===== src/rtl/prog_loader_pkg.sv =====
// Shared types and default geometry for the program loader and its bench.
package prog_loader_pkg;

    localparam int DEF_AW    = 4;
    localparam int DEF_DW    = 8;
    localparam int DEF_DEPTH = 1 << DEF_AW;

    typedef enum logic [2:0] {
        ST_IDLE   = 3'd0,
        ST_LOAD   = 3'd1,
        ST_VERIFY = 3'd2,
        ST_DONE   = 3'd3,
        ST_ERROR  = 3'd4
    } state_t;

endpackage


===== src/rtl/load_addr_counter.sv =====
// Saturating RAM address counter with a terminal flag and last-address capture.
// It is shared by the write sequence and the read-back sequence.
module load_addr_counter #(
    parameter int AW    = 4,
    parameter int DEPTH = 16
) (
    input  logic          clk,
    input  logic          rst_n,
    input  logic          clear,
    input  logic          incr,
    input  logic          capture,
    output logic [AW-1:0] count,
    output logic          terminal,
    output logic [AW-1:0] last_addr
);

    localparam logic [AW-1:0] TERM_VALUE = AW'(DEPTH - 1);

    logic [AW-1:0] count_reg, count_next;
    logic [AW-1:0] last_addr_reg, last_addr_next;

    // The counter stops at the top address instead of wrapping.
    always_comb begin
        count_next = count_reg;
        if (clear) begin
            count_next = '0;
        end else if (incr && (count_reg != TERM_VALUE)) begin
            count_next = count_reg + 1'b1;
        end
        last_addr_next = capture ? count_reg : last_addr_reg;
    end

    always_ff @(posedge clk or negedge rst_n) begin
        if (!rst_n) begin
            count_reg     <= '0;
            last_addr_reg <= '0;
        end else begin
            count_reg     <= count_next;
            last_addr_reg <= last_addr_next;
        end
    end

    assign count     = count_reg;
    assign terminal  = (count_reg == TERM_VALUE);
    assign last_addr = last_addr_reg;

endmodule


===== src/rtl/prog_loader.sv =====
// Streams a program into the computer RAM and holds the CPU in program mode meanwhile.
// Optional read-back check of the loaded image is built when LOADER_VERIFY_EN is defined.
module prog_loader
    import prog_loader_pkg::*;
#(
    parameter int AW    = DEF_AW,
    parameter int DW    = DEF_DW,
    parameter int DEPTH = DEF_DEPTH
) (
    input  logic          fastClk,
    input  logic          rst,
    input  logic          start,
    input  logic          in_valid,
    input  logic [DW-1:0] in_data,
    input  logic          in_last,
    output logic          in_ready,
    output logic          ram_we,
    output logic [AW-1:0] ram_addr,
    output logic [DW-1:0] ram_wdata,
    input  logic [DW-1:0] ram_rdata,
    output logic          prog_mode,
    output logic          busy,
    output logic          done,
    output logic          error,
    output logic [DW-1:0] checksum
);

    state_t        state_reg, state_next;
    logic [DW-1:0] checksum_reg, checksum_next;

    logic          cnt_clear, cnt_incr, cnt_capture;
    logic [AW-1:0] cnt_value;
    logic          cnt_terminal;
    logic [AW-1:0] cnt_last_addr;

    load_addr_counter #(
        .AW    (AW),
        .DEPTH (DEPTH)
    ) u_addr_counter (
        .clk       (fastClk),
        .rst_n     (rst),
        .clear     (cnt_clear),
        .incr      (cnt_incr),
        .capture   (cnt_capture),
        .count     (cnt_value),
        .terminal  (cnt_terminal),
        .last_addr (cnt_last_addr)
    );

`ifdef LOADER_VERIFY_EN
    logic [DW-1:0] rb_sum_reg, rb_sum_next;
    logic          vfy_issued_reg, vfy_issued_next;
    logic          rd_valid_reg, rd_valid_next;
    logic          rd_final_reg, rd_final_next;

    always_ff @(posedge fastClk or negedge rst) begin
        if (!rst) begin
            rb_sum_reg     <= '0;
            vfy_issued_reg <= 1'b0;
            rd_valid_reg   <= 1'b0;
            rd_final_reg   <= 1'b0;
        end else begin
            rb_sum_reg     <= rb_sum_next;
            vfy_issued_reg <= vfy_issued_next;
            rd_valid_reg   <= rd_valid_next;
            rd_final_reg   <= rd_final_next;
        end
    end
`else
    logic unused_readback;
    assign unused_readback = ^{ram_rdata, cnt_last_addr};
`endif

    always_ff @(posedge fastClk or negedge rst) begin
        if (!rst) begin
            state_reg    <= ST_IDLE;
            checksum_reg <= '0;
        end else begin
            state_reg    <= state_next;
            checksum_reg <= checksum_next;
        end
    end

    always_comb begin
        state_next    = state_reg;
        checksum_next = checksum_reg;
        cnt_clear     = 1'b0;
        cnt_incr      = 1'b0;
        cnt_capture   = 1'b0;
`ifdef LOADER_VERIFY_EN
        rb_sum_next     = rb_sum_reg;
        vfy_issued_next = vfy_issued_reg;
        rd_valid_next   = 1'b0;
        rd_final_next   = 1'b0;
`endif
        case (state_reg)
            ST_IDLE, ST_DONE, ST_ERROR: begin
                if (start) begin
                    state_next    = ST_LOAD;
                    cnt_clear     = 1'b1;
                    checksum_next = '0;
                end
            end
            ST_LOAD: begin
                // in_ready is constantly high here, so in_valid alone is the handshake.
                if (in_valid) begin
                    checksum_next = checksum_reg + in_data;
                    cnt_incr      = 1'b1;
                    if (in_last || cnt_terminal) begin
                        cnt_capture = 1'b1;
`ifdef LOADER_VERIFY_EN
                        state_next      = ST_VERIFY;
                        cnt_clear       = 1'b1;
                        rb_sum_next     = '0;
                        vfy_issued_next = 1'b0;
`else
                        state_next      = ST_DONE;
`endif
                    end
                end
            end
`ifdef LOADER_VERIFY_EN
            ST_VERIFY: begin
                // Addresses are issued first, data returns one cycle behind them.
                if (!vfy_issued_reg) begin
                    rd_valid_next   = 1'b1;
                    rd_final_next   = (cnt_value == cnt_last_addr);
                    vfy_issued_next = rd_final_next;
                    cnt_incr        = !rd_final_next;
                end
                if (rd_valid_reg) begin
                    rb_sum_next = rb_sum_reg + ram_rdata;
                end
                if (rd_final_reg) begin
                    state_next = (rb_sum_next == checksum_reg) ? ST_DONE : ST_ERROR;
                end
            end
`endif
            default: begin
                state_next = ST_IDLE;
            end
        endcase
    end

    always_comb begin
        in_ready  = (state_reg == ST_LOAD);
        ram_we    = (state_reg == ST_LOAD) && in_valid;
        prog_mode = (state_reg != ST_DONE);
        busy      = (state_reg == ST_LOAD) || (state_reg == ST_VERIFY);
        done      = (state_reg == ST_DONE);
`ifdef LOADER_VERIFY_EN
        error     = (state_reg == ST_ERROR);
`else
        error     = 1'b0;
`endif
    end

    assign ram_addr  = cnt_value;
    assign ram_wdata = in_data;
    assign checksum  = checksum_reg;

endmodule


===== config.mk =====
export PLATFORM = sky130hd
export DESIGN_NAME = prog_loader
export DESIGN_NICKNAME = d
export VERILOG_FILES = /design/src/rtl/prog_loader_pkg.sv /design/src/rtl/load_addr_counter.sv /design/src/rtl/prog_loader.sv
export SDC_FILE = /design/constraint.sdc
export NUM_CORES = 1
export LEC_CHECK = 0
export ABC_CLOCK_PERIOD_IN_PS = 2050
export BUFFER_PORTS_ARGS = -buffer_cell sky130_fd_sc_hd__buf_2
export CORE_ASPECT_RATIO = 1.2
export CORE_MARGIN = 1.5
export CORE_UTILIZATION = 41
export CTS_CLUSTER_DIAMETER = 60
export DETAILED_ROUTE_END_ITERATION = 6
export GPL_TIMING_DRIVEN = 0
export PLACE_DENSITY = 0.75
export SLEW_MARGIN = 20
export SYNTH_ARGS = -nofsm -noshare
export SYNTH_HDL_FRONTEND = slang
export SYNTH_SLANG_ARGS = --single-unit
export TNS_END_PERCENT = 100

===== constraint.sdc =====
create_clock -name fastClk -period 2.05 [get_ports fastClk]
set_clock_uncertainty 0.15 [all_clocks]
set_input_delay 0.205 -clock fastClk [delete_from_list [all_inputs] [get_ports fastClk]]
set_output_delay 0.205 -clock fastClk [all_outputs]
set_load 0.05 [all_outputs]

==> results.tsv, run 1 <==
metric	value	unit
antenna_found_initial	0	
vias	880	
worstHoldEndpoint	checksum[0]	
cts_tree	done	
gp_congestion	0.774	
p_sw	1.16	mW
drtPass1Iterations	4	
synth_area_per_cell	9.90	µm²
path_buf_inv	0	
crit_arrival	2.14	ns
critPathLaunchType	flip-flop	
grt_overflow	0	
clk_pin_slew	0.09	ns
path_delay_family	compound AO/OA/AOI/OAI gates	
syn_inst	101	
area_growth	35.5	%
cp-startpoint	checksum[0]	
min_period_over_period	103	%
cts_max_level	1	
cts_buffers	3	
place_area	1250	µm²
holdCritStartpoint	in_data[0]	
power_frac_comb	68.8	%
largest_reg_flops	8	
drtIter0Drc	5	
max-cap-violations	0	
grt_first_pass_wirelength	3.40	mm
endpoint_kind	flip-flop	
rr_worst_depth	8	
clock-sinks	14	
crit_chain	ha_4, fa_2, a21o_2, a21oi_2, o21bai_1, a21oi_1, xnor2_1, a22o_1	
slew_viol_final	0	
ant_nets	0	
netlist_area	1000	µm²
status	finished with violations	
dp_hpwl	1.60	mm
setup.worst_path.class	flip-flop to flip-flop	
netlist-cell-type-count	29	
r2r_slack	-0.06	ns
cp.required	2.08	ns
synth_fp_nets	135	
antenna_cells	0	
fin_ws	-0.0615	ns
p_leak	0.718	nW
die-area	2740	µm²
worst-path-max-fanout	3	
grt_max_degree	15	
port_buffers	37	
pin_count	47	
rsz0062_at_grt	yes	
initial_core_util	43.4	%
holdWs	0.143	ns
hold_depth	3	
drive_gt1_share	48.6	%
drc	0	
fp.coreArea	2310	µm²
seq_area_frac_synth	35.0	%
final_util	58.8	%
worstHoldPathType	input pin to flip-flop	
hold_violations	0	
grt_pass1_vias	879	
drt_wl_total	2.09	mm
ys_ff_latch	14	
ir_drop	1340	µV
yosys_warnings	0	
nets	183	
power	2.16	mW
clockBufferDepth	2	
cp_slowest_cell	dfrtp_2	
avgRoutedWirePerCell	11.7	µm
rows	19	
clock_power_share	9.6	%
p_per_area	1590	nW/µm²
fmax	474	MHz
r2r_start	checksum[0]	
track_usage	16.8	%
r2r_end	checksum[6]	
fin_area	1360	µm²
pre_cts_slack	-0.0913	ns
clkLatencyLatePin	0.28	ns
setup_viol	1	
via_per_inst	4.92	
fp.dieH	57.1	µm
seqPwrFrac	21.6	%
die_w	48.1	µm
internal-power	0.994	mW
switching_share	53.9	%
cts_root_buf	clkbuf_4	
slowest_delay	0.44	ns
violations	setup timing	
fin_crit	2.11	ns
## timing repair
action / CTS / global route
pin swaps: 2 / 2
hold endpoints to repair: 18 / 0
setup buffers: 3 / 1
resized for setup: 0 / 4
hold buffers: 2 / 0
setup endpoints to repair: 2 / 6
## how the worst max path moves through the flow
stage                  end  slack, ns  depth (start not counted)
4_1_cts        checksum[6]      -0.09                          8
3_3_place_gp   checksum[6]      -0.03                          8
2_1_floorplan  checksum[6]      -0.11                          8
5_1_grt        checksum[7]      -0.15                          7
3_5_place_dp   checksum[6]      -0.09                          8
6_report       checksum[6]      -0.06                          8
## cell families after synthesis
logic type | synth area share, %
compound gates | 22.2
xor+xnor | 7.01
fa+ha+maj | 17.0
buf+inv | 10.3
flops | 35.0
mux | 2.13
other cells | 0.375
simple gates | 6.01
## power groups by stage
| stage | Sequential, mW | Clock [mW] | Combinational (mW) |
|---|---|---|---|
| 6_report | 0.467 | 0.206 | 1.48 |
| 3_3_place_gp | 0.471 | 0 | 1.37 |
| 3_5_place_dp | 0.478 | 0 | 1.41 |
| 5_1_grt | 0.482 | 0.227 | 1.63 |
| 2_1_floorplan | 0.714 | 0 | 0.881 |
| 4_1_cts | 0.463 | 0.209 | 1.46 |
## cells in the mapped netlist
cell | instances | area share (%)
conb_1 | 1 | 0.38
o21ai_0 | 6 | 3.0
buf_4 | 9 | 6.8
nor2_1 | 1 | 0.38
clkbuf_2 | 1 | 0.50
a21oi_1 | 9 | 4.5
o211ai_1 | 1 | 0.75
o21ai_2 | 1 | 0.88
a22o_1 | 5 | 4.4
and2_2 | 1 | 0.75
or2b_2 | 1 | 0.88
dfrtp_1 | 14 | 35
ha_1 | 12 | 15
inv_1 | 8 | 3.0
a21o_1 | 1 | 0.75
xnor2_1 | 4 | 3.5
nand4_1 | 1 | 0.63
a21o_2 | 1 | 0.88
o41ai_2 | 1 | 1.6
mux2_2 | 1 | 1.1
nand2_1 | 9 | 3.4
xor2_1 | 4 | 3.5
mux2i_1 | 1 | 1.0
a211oi_2 | 1 | 1.3
fa_1 | 1 | 2.0
o22ai_1 | 1 | 0.63
o21bai_1 | 2 | 1.5
a211oi_1 | 1 | 0.75
a31oi_1 | 2 | 1.3
## cell type report
type,instances,area [µm²]
Inverter,8,33.8
Buffer,10,72.6
Multi-Input combinational cell,69,584
Timing Repair Buffer,43,235
Sequential cell,14,354
Fill cell,211,951
Tap cell,31,38.8
Clock buffer,4,36.3
## metrics by stage
step | instances | setup TNS, ns
after floorplan | 101 | -0.114
after global placement | 169 | -0.0294
after detailed placement | 169 | -0.105
after CTS | 178 | -0.0855
after global routing | 179 | -0.288
final | 179 | -0.0615
## per-layer routing
| layer | share of wire (%) | global-route usage (%) | vias up |
|---|---|---|---|
| li1 | - | - | 443 |
| met1 | 42 | 19.3 | 406 |
| met2 | 53 | 27.4 | 29 |
| met3 | 4.7 | 3.16 | 2 |
| met4 | 0.38 | 10.0 | 0 |
| met5 | 0 | 0 | - |
## layout by cell type (no fill, tap or decap), drive strengths merged, types with 2 or more instances in the layout
cell and instances:
a21o 2, xnor2 4, o21ai 7, o21bai 2
dlygate4sd3 2, buf 50, ha 12, inv 7
nand2 9, clkbuf 5, xor2 4, a31oi 2
a211oi 2, dfrtp 14, a21oi 9, a22o 5
## worst min-delay path, delay by kind of cell
kind / cells / cell delay [ns]
fa+ha+maj: 1 / 0.12
compound gates: 1 / 0.11
buf+inv: 1 / 0.11
Power figures use the tool's default switching activity.
==> inputs of run 2 (changes only) <==
--- a/config.mk
+++ b/config.mk
@@ -5,10 +5,10 @@
 export SDC_FILE = /design/constraint.sdc
 export NUM_CORES = 1
 export LEC_CHECK = 0
-export ABC_CLOCK_PERIOD_IN_PS = 2050
+export ABC_CLOCK_PERIOD_IN_PS = 1800
 export BUFFER_PORTS_ARGS = -buffer_cell sky130_fd_sc_hd__buf_2
 export CORE_ASPECT_RATIO = 1.2
-export CORE_MARGIN = 1.5
+export CORE_MARGIN = 10
 export CORE_UTILIZATION = 41
 export CTS_CLUSTER_DIAMETER = 60
 export DETAILED_ROUTE_END_ITERATION = 6
==> constraint.sdc (replaced) <==
create_clock -name fastClk -period 1.8 [get_ports fastClk]
set_clock_uncertainty 0.15 [all_clocks]
set_input_delay 0.18 -clock fastClk [delete_from_list [all_inputs] [get_ports fastClk]]
set_output_delay 0.18 -clock fastClk [all_outputs]
set_load 0.05 [all_outputs]
==> run 2 against run 1 <==
The run still ends with setup timing left. Combinational power grew 51%. Critical path depth rose by 1. Final cell count is 7.3% higher. Sequential power up 17%. Clock-buffer cell count unchanged. Design area increased by 19%. Register-to-register slack lost 0.29 ns. Clock power rose by 15%. First-iteration DRC count increased to 2.8 times the previous value. Largest cell class unchanged.
==> results.tsv, run 2 (synthesized netlist as in run 1, its figures left out) <==
metric	value	unit
status	finished with violations	
violations	setup timing	
port_buffers	37	
max-cap-violations	0	
antenna_found_initial	0	
fp.dieH	74.1	µm
grt_pass1_vias	1023	
worst-path-max-fanout	2	
dp_hpwl	1.98	mm
hold_violations	0	
ir_drop	1560	µV
final_common_cell	buf_2	
clkLatencyLatePin	0.28	ns
avgRoutedWirePerCell	14.7	µm
initial_core_util	43.4	%
fin_ws	-0.355	ns
drtIter0Drc	14	
crit_arrival	2.18	ns
gp_congestion	0.837	
setup_viol	5	
die_w	65.1	µm
area_growth	61.8	%
ant_nets	0	
fin_crit	2.16	ns
endpoint_kind	flip-flop	
worstHoldEndpoint	checksum[7]	
holdCritStartpoint	in_data[7]	
cp.required	1.83	ns
critPathLaunchType	flip-flop	
cts_max_level	1	
final_cell_mix	buf_2, buf_4, buf_6	
p_per_area	1870	nW/µm²
clockBufferDepth	2	
vias	966	
slew_viol_final	0	
setup.worst_path.class	flip-flop to flip-flop	
fmax	464	MHz
die-area	4820	µm²
grt_overflow	0	
r2r_start	checksum[0]	
cts_root_buf	clkbuf_4	
drtPass1Iterations	4	
cts_tree	done	
grt_max_degree	15	
pin_count	47	
antenna_cells	0	
rr_worst_depth	9	
worstHoldPathType	input pin to flip-flop	
drt_wl_total	2.83	mm
power	3.02	mW
clk_pin_slew	0.10	ns
rsz0062_at_grt	yes	
grt_first_pass_wirelength	4.25	mm
final_util	70.2	%
drive_gt1_share	62.1	%
fp.coreArea	2310	µm²
track_usage	10.7	%
r2r_end	checksum[6]	
nets	196	
hold_depth	3	
largest_reg_flops	8	
cts_buffers	3	
pre_cts_slack	-0.322	ns
min_period_over_period	120	%
drc	0	
p_leak	0.814	nW
fillers	182	
via_per_inst	5.03	
rows	19	
r2r_slack	-0.36	ns
clock-sinks	14	
[run 2: cell types whose count changed in the layout (fill, tap and decap cells not counted), moves of 2 or more]
cell     previous run  this run
buf_4              13        17
buf_2              37        33
buf_6               0        10
buf_8               0         2
ha_4                2         4
inv_1               7         4
a21oi_2             1         3
a21oi_1             8         6
dfrtp_1            11         6
dfrtp_2             3         8
[run 2: timing repair]
item                                    4_1_cts  5_1_grt
buffers inserted                              7       10
resized for setup                             1       31
pin swaps                                    11       11
cloned                                        0        0
endpoints found under the setup margin        8       14
hold buffers                                  2        0
endpoints found under the hold margin        18        0
[run 2: cell type report]
cell class	instances	area (µm²)	area share [%]
multi-input combinational	69	666	41.1
timing repair buffer	56	395	24.4
sequential	14	360	22.3
buffer	10	81.3	5.03
inverter	8	40.0	2.47
tap	31	38.8	2.40
clock buffer	4	36.3	2.24
[run 2: metrics by stage]
step / area [µm²] / hold slack [ns] / TNS [ns] / std cells
after detailed placement: 1320 / -0.0479 / -0.869 / 169
after CTS: 1430 / 0.118 / -0.756 / 182
after global routing: 1620 / 0.133 / -1.80 / 192
after floorplan: 1100 / -0.266 / -0.965 / 101
after global placement: 1320 / -0.0573 / -0.634 / 169
final: 1620 / 0.123 / -1.15 / 192
[run 2: per-layer routing]
metal  up-vias  share of wire (%)  GRT usage [%]
met5         -                  0              0
met4         0               0.46           3.81
met3         2                7.5           4.20
met2        28                 54           19.7
met1       470                 38           10.7
li1        466                  -              -
[run 2: report_power, final]
part           switching [mW]  internal, mW  leakage [nW]
registers               0.108         0.439         0.172
logic                    1.31         0.934         0.621
clock network           0.113         0.123        0.0210
[run 2: critical path, stage by stage, from the launching register on]
cell and delay [ns]:
dfrtp_2 0.43, ha_4 0.16, buf_6 0.11, fa_2 0.35, a21o_2 0.21, a21oi_2 0.14
o21bai_1 0.09, a21oi_2 0.14, xnor2_1 0.09, a22o_1 0.18
[run 2: how the worst max path moves through the flow]
stage | slack, ns | depth (start not counted) | start | to
2_1_floorplan | -0.36 | 8 | checksum[0] | checksum[6]
3_3_place_gp | -0.30 | 8 | checksum[0] | checksum[6]
3_5_place_dp | -0.32 | 8 | checksum[0] | checksum[6]
4_1_cts | -0.33 | 8 | checksum[0] | checksum[6]
5_1_grt | -0.45 | 7 | checksum[2] | checksum[7]
6_report | -0.36 | 9 | checksum[0] | checksum[6]
